### src/rtl/uart_pkg.sv
// uart_pkg: shared UART state type, parity constants and parity helper
package uart_pkg;
  typedef enum logic [2:0] {IDLE, START, DATA, PARITY, STOP, DONE} uart_state_t;
  localparam logic PARITY_EVEN = 1'b0;
  localparam logic PARITY_ODD = 1'b1;
  localparam int MAX_DATA_WIDTH = 64;
  function automatic logic parity_bit(input logic [MAX_DATA_WIDTH-1:0] word, input logic ptype);
    return ptype == PARITY_EVEN ? ^word : (ptype == PARITY_ODD) ^ (^word);
  endfunction
endpackage

### src/rtl/uart_bit_timer.sv
// uart_bit_timer: counts oversample ticks and flags the last tick of each serial bit
module uart_bit_timer #(
  parameter int OverSampling = 16
) (
  input  logic clk,
  input  logic reset,
  input  logic clear,
  input  logic enable,
  output logic bit_end
);
  localparam int CW = $clog2(OverSampling);
  logic [CW-1:0] cnt;
  assign bit_end = enable && cnt == CW'(OverSampling - 1);
  always_ff @(posedge clk or negedge reset)
    if (!reset) cnt <= '0;
    else cnt <= clear || bit_end ? '0 : enable ? cnt + 1'b1 : cnt;
endmodule

### src/rtl/uart_tx.sv
// uart_tx: serialises a parallel word LSB-first as start, data, optional parity and stop bits
module uart_tx
  import uart_pkg::*;
#(
  parameter int Data_Width = 8,
  parameter int OverSampling = 16
) (
  input  logic                  clk,
  input  logic                  reset,
  input  logic                  tx_start,
  input  logic [Data_Width-1:0] data_in,
  input  logic                  parity_en,
  input  logic                  parity_type,
  output logic                  tx,
  output logic                  tx_busy,
  output logic                  tx_done
);
  localparam int IW = $clog2(Data_Width + 1);
  uart_state_t state, state_d;
  logic [Data_Width-1:0] shift_q, shift_d;
  logic [IW-1:0] idx_q, idx_d;
  logic par_en_q, par_en_d, par_q, par_d, tx_d, bit_end;
  uart_bit_timer #(.OverSampling(OverSampling)) u_timer (
    .clk(clk),
    .reset(reset),
    .clear(state == IDLE),
    .enable(state != IDLE && state != DONE),
    .bit_end(bit_end)
  );
  always_comb begin
    state_d = state;
    shift_d = shift_q;
    idx_d = idx_q;
    par_en_d = par_en_q;
    par_d = par_q;
    unique case (state)
      IDLE:
        if (tx_start) begin
          state_d = START;
          shift_d = data_in;
          par_en_d = parity_en;
          par_d = parity_bit(MAX_DATA_WIDTH'(data_in), parity_type);
        end
      START:
        if (bit_end) begin
          state_d = DATA;
          idx_d = '0;
        end
      DATA:
        if (bit_end) begin
          shift_d = shift_q >> 1;
          idx_d = idx_q + 1'b1;
          if (idx_q == IW'(Data_Width - 1)) state_d = par_en_q ? PARITY : STOP;
        end
      PARITY: state_d = bit_end ? STOP : state;
      STOP: state_d = bit_end ? DONE : state;
      DONE: state_d = IDLE;
      default: state_d = IDLE;
    endcase
    tx_d = state_d == START ? 1'b0 : state_d == DATA ? shift_d[0] : state_d == PARITY ? par_d : 1'b1;
  end
  always_ff @(posedge clk or negedge reset)
    if (!reset) begin
      state <= IDLE;
      shift_q <= '0;
      idx_q <= '0;
      par_en_q <= 1'b0;
      par_q <= 1'b0;
      tx <= 1'b1;
      tx_busy <= 1'b0;
      tx_done <= 1'b0;
    end else begin
      state <= state_d;
      shift_q <= shift_d;
      idx_q <= idx_d;
      par_en_q <= par_en_d;
      par_q <= par_d;
      tx <= tx_d;
      tx_busy <= state_d != IDLE;
      tx_done <= state_d == DONE;
    end
endmodule

### config.mk
export PLATFORM = sky130hd
export DESIGN_NAME = uart_tx
export DESIGN_NICKNAME = d
export VERILOG_FILES = /design/src/rtl/uart_pkg.sv /design/src/rtl/uart_bit_timer.sv /design/src/rtl/uart_tx.sv
export SDC_FILE = /design/constraint.sdc
export NUM_CORES = 1
export LEC_CHECK = 0
export CAP_MARGIN = 5
export CORE_UTILIZATION = 54
export DETAILED_ROUTE_END_ITERATION = 8
export PLACE_DENSITY = 0.85
export SKIP_LAST_GASP = 1
export SLEW_MARGIN = 15
export SYNTH_ARGS = -nofsm -noshare
export SYNTH_HDL_FRONTEND = slang
export SYNTH_SLANG_ARGS = --single-unit
### constraint.sdc
create_clock -name clk -period 2.1 [get_ports clk]
set_clock_uncertainty 0.05 [all_clocks]
set_input_delay 0.42 -clock clk [delete_from_list [all_inputs] [get_ports clk]]
set_output_delay 0.42 -clock clk [all_outputs]
set_load 0.02 [all_outputs]
==> flow_summary.yaml <==
status:
  outcome: "completed"
timing:
  fin_crit_sh: 0.954
  slew_headroom: 0.767
  worstMarginPinSlew_ns: 0.349
  finalSetupViolCount: 0
  finalSetupTns_ns: 0
  fin_ws_ns: 0.0967
  finalMaxSlewViolations: 0
  fin_crit_ns: 2.00
  hold_viol_final: 0
  rsz0062_at_grt: "false"
  fmax_mhz: 499
  hold_slack_ns: 0.391
power_and_ir_drop:
  p_comb_frac: 0.423
  powerDensity_nw_per_um2: 1150
  switchingPower_mw: 0.677
  peakVddDrop_v: 0.000849
  p_leak_nw: 0.644
  power_frac_seq: 0.460
  p_clk_frac: 0.117
  p_int_mw: 1.09
  switching_share: 0.383
logic_synthesis:
  synth-seq-area-share: 0.462
  synthFlopType: "dfrtp_1"
  synthTopCellsByArea: "dfrtp_1 44%, xnor2_1 4.7%, a222oi_1 4.6%"
  yosys_warnings: 0
  syn_area_um2: 1300
  syn-instance-count: 134
  synth-edff-count: 0
  synth_cell_types: 41
  synth_area_per_cell_um2: 9.72
  synth_largest_area_cell: "dfrtp_1"
  ys_ff_latch: 24
  async_flop_share: 1.00
  syn_nets: 149
  synth_top_cell_area_share: 0.442
clock_network:
  htreeDepth: 1
  cts_sinks: 24
  cts_tree: "done"
  cts_root_buf: "clkbuf_4"
  clockBufferDepth: 2
  cts_made_buffers: 3
  path_clk_slew_ns: 0.13
  insertion_delay_ns: 0.31
worst_setup_path:
  crit_path_end_kind: "flip-flop"
  worstPathRequired_ns: 2.30
  worst_ep_arrival_time_ns: 2.20
  worstSetupStartpointType: "flip-flop"
  criticalPathCategory: "reg -> reg"
  worstPathMaxFanout: 8
die:
  initial_utilization: 0.583
  rows: 17
  core_area_um2: 2230
  die_w_um: 51.1
  die_h_um: 51.1
  die_area_um2: 2610
  io_pins: 16
global_route:
  grt_first_pass_wirelength_um: 4860
  overflow: 0
  grt_max_degree: 25
  grt_pass1_vias: 1087
  antenna_found_initial: 0
  grt_util_all_layers: 0.253
min_path:
  hold_class: "in -> async"
route:
  postRouteAntennaNets: 0
  vias: 1102
  finalWirelength_um: 2820
  routedWlPerCell_um: 15.7
  drtIter0Drc: 52
  drc: 0
  via_per_inst: 6.12
  first_pass_iters: 4
place:
  dpl.cell_count: 175
  dp_slack_ns: 0.0196
  hpwlAfterDp_um: 2080
  globalplace.congestion: 0.814
  io_buffers: 15
layout:
  nets: 168
  final_layout_size_suffix_gt1_frac: 0.118
  antenna_cells: 0
  fill_cells: 163
  stdcell_count: 180
  regArea_um2: 602
  syn_to_final_growth_pct: 17.5
  multi_input_area_um2: 631
job:
  maxCapViolations: 0
-- sequential cells by signal, summed over array words and instances, names as in the netlist, 3 cells and up --
signal,cells
shift_q,8
idx_q,4
u_timer.cnt,4
state,3
-- per-layer routing --
metal,up-vias,wire length [um],GRT usage,part of all wire
met5,-,0,0,0
met1,528,1210,0.313,0.43
met4,0,40,0.0741,0.014
li1,532,-,-,-
met2,36,1440,0.441,0.51
met3,6,126,0.0506,0.045
-- cells in the final DEF, fill, tap and decap left out, types with 2 or more instances in the layout --
cell type and n:
a21oi_1 5, a222oi_1 6, a22o_1 4, and3_1 2
buf_4 7, clkbuf_4 3, clkdlybuf4s50_1 15, dfrtp_1 23
inv_1 9, mux2_2 2, nand2_1 13, nand2b_1 5
nand3_1 4, nor2_1 6, nor3_1 3, o21ai_0 10
o31a_1 2, xnor2_1 7
-- per-stage QoR --
stage          utilization  area (um2)  total power [mW]
3_5_place_dp         0.666        1490              1.53
2_1_floorplan            -        1300              1.32
5_1_grt              0.685        1530              1.91
6_report             0.685        1530              1.76
3_3_place_gp         0.666        1490              1.49
4_1_cts              0.678        1510              1.75
-- cell type report --
class	instances	share of cell area
Clock buffer	4	0.0172
Inverter	9	0.0221
Multi-Input combinational cell	93	0.412
Sequential cell	24	0.393
Tap cell	28	0.0229
Timing Repair Buffer	22	0.132
-- worst max-delay path: stages (launching register included) --
cell and delay (ns):
dfrtp_1 0.45, ha_2 0.28, and3_1 0.24, and3_4 0.26, nor3b_1 0.07, a221o_1 0.29, o311a_1 0.29
-- power groups by stage --
| stage | combinational (mW) | clock, mW | sequential (mW) |
|---|---|---|---|
| global route | 0.842 | 0.230 | 0.837 |
| global placement | 0.687 | 0 | 0.801 |
| CTS | 0.725 | 0.214 | 0.806 |
| detailed placement | 0.718 | 0 | 0.817 |
| finish | 0.747 | 0.206 | 0.811 |
| floorplan | 0.562 | 0 | 0.763 |
-- cell families (layout without fill, tap and decap cells) --
family / Yosys count / count (layout) / synth area share
simple gates: 43 / 43 / 0.170
compound gates: 38 / 38 / 0.216
flops: 24 / 24 / 0.462
buf+inv: 17 / 35 / 0.0615
xor+xnor: 8 / 8 / 0.0538
fa+ha+maj: 2 / 2 / 0.0192
mux: 2 / 2 / 0.0173
-- synthesized netlist by cell type, drive strengths merged (2+ instances only) --
cell,n
o21ai,10
nor3,4
a222oi,6
nand2b,5
a22o,4
a21oi,5
nand3,4
clkbuf,4
mux2,2
ha,2
nor2,7
and3,3
nand2,13
o31a,2
xnor2,7
dfrtp,23
inv,9
buf,4
-- what timing repair did --
| action | 4_1_cts | 5_1_grt |
|---|---|---|
| setup buffers | 0 | 1 |
| resized for setup | 1 | 3 |
| hold buffers | 0 | 0 |
| endpoints found under the setup margin | 1 | 3 |
-- worst paths after layout --
| kind | start | to | slack (ns) | depth (start not counted) |
|---|---|---|---|---|
| max in group asynchronous | reset | tx$_DFF_PN1_ | 1.32 | 2 |
| min in group clk | shift_q[4]$_DFFE_PN0P_ | shift_q[4]$_DFFE_PN0P_ | 0.47 | 2 |
| setup reg to reg | u_timer.cnt[0]$_DFFE_PN0P_ | tx$_DFF_PN1_ | 0.1 | 6 |
| hold reg to reg | shift_q[4]$_DFFE_PN0P_ | shift_q[4]$_DFFE_PN0P_ | 0.47 | 2 |
| hold / removal | reset | state[2]$_DFF_PN0_ | 0.39 | 2 |
| setup / recovery | u_timer.cnt[0]$_DFFE_PN0P_ | tx$_DFF_PN1_ | 0.1 | 6 |
(Power assumes the default switching activity.)
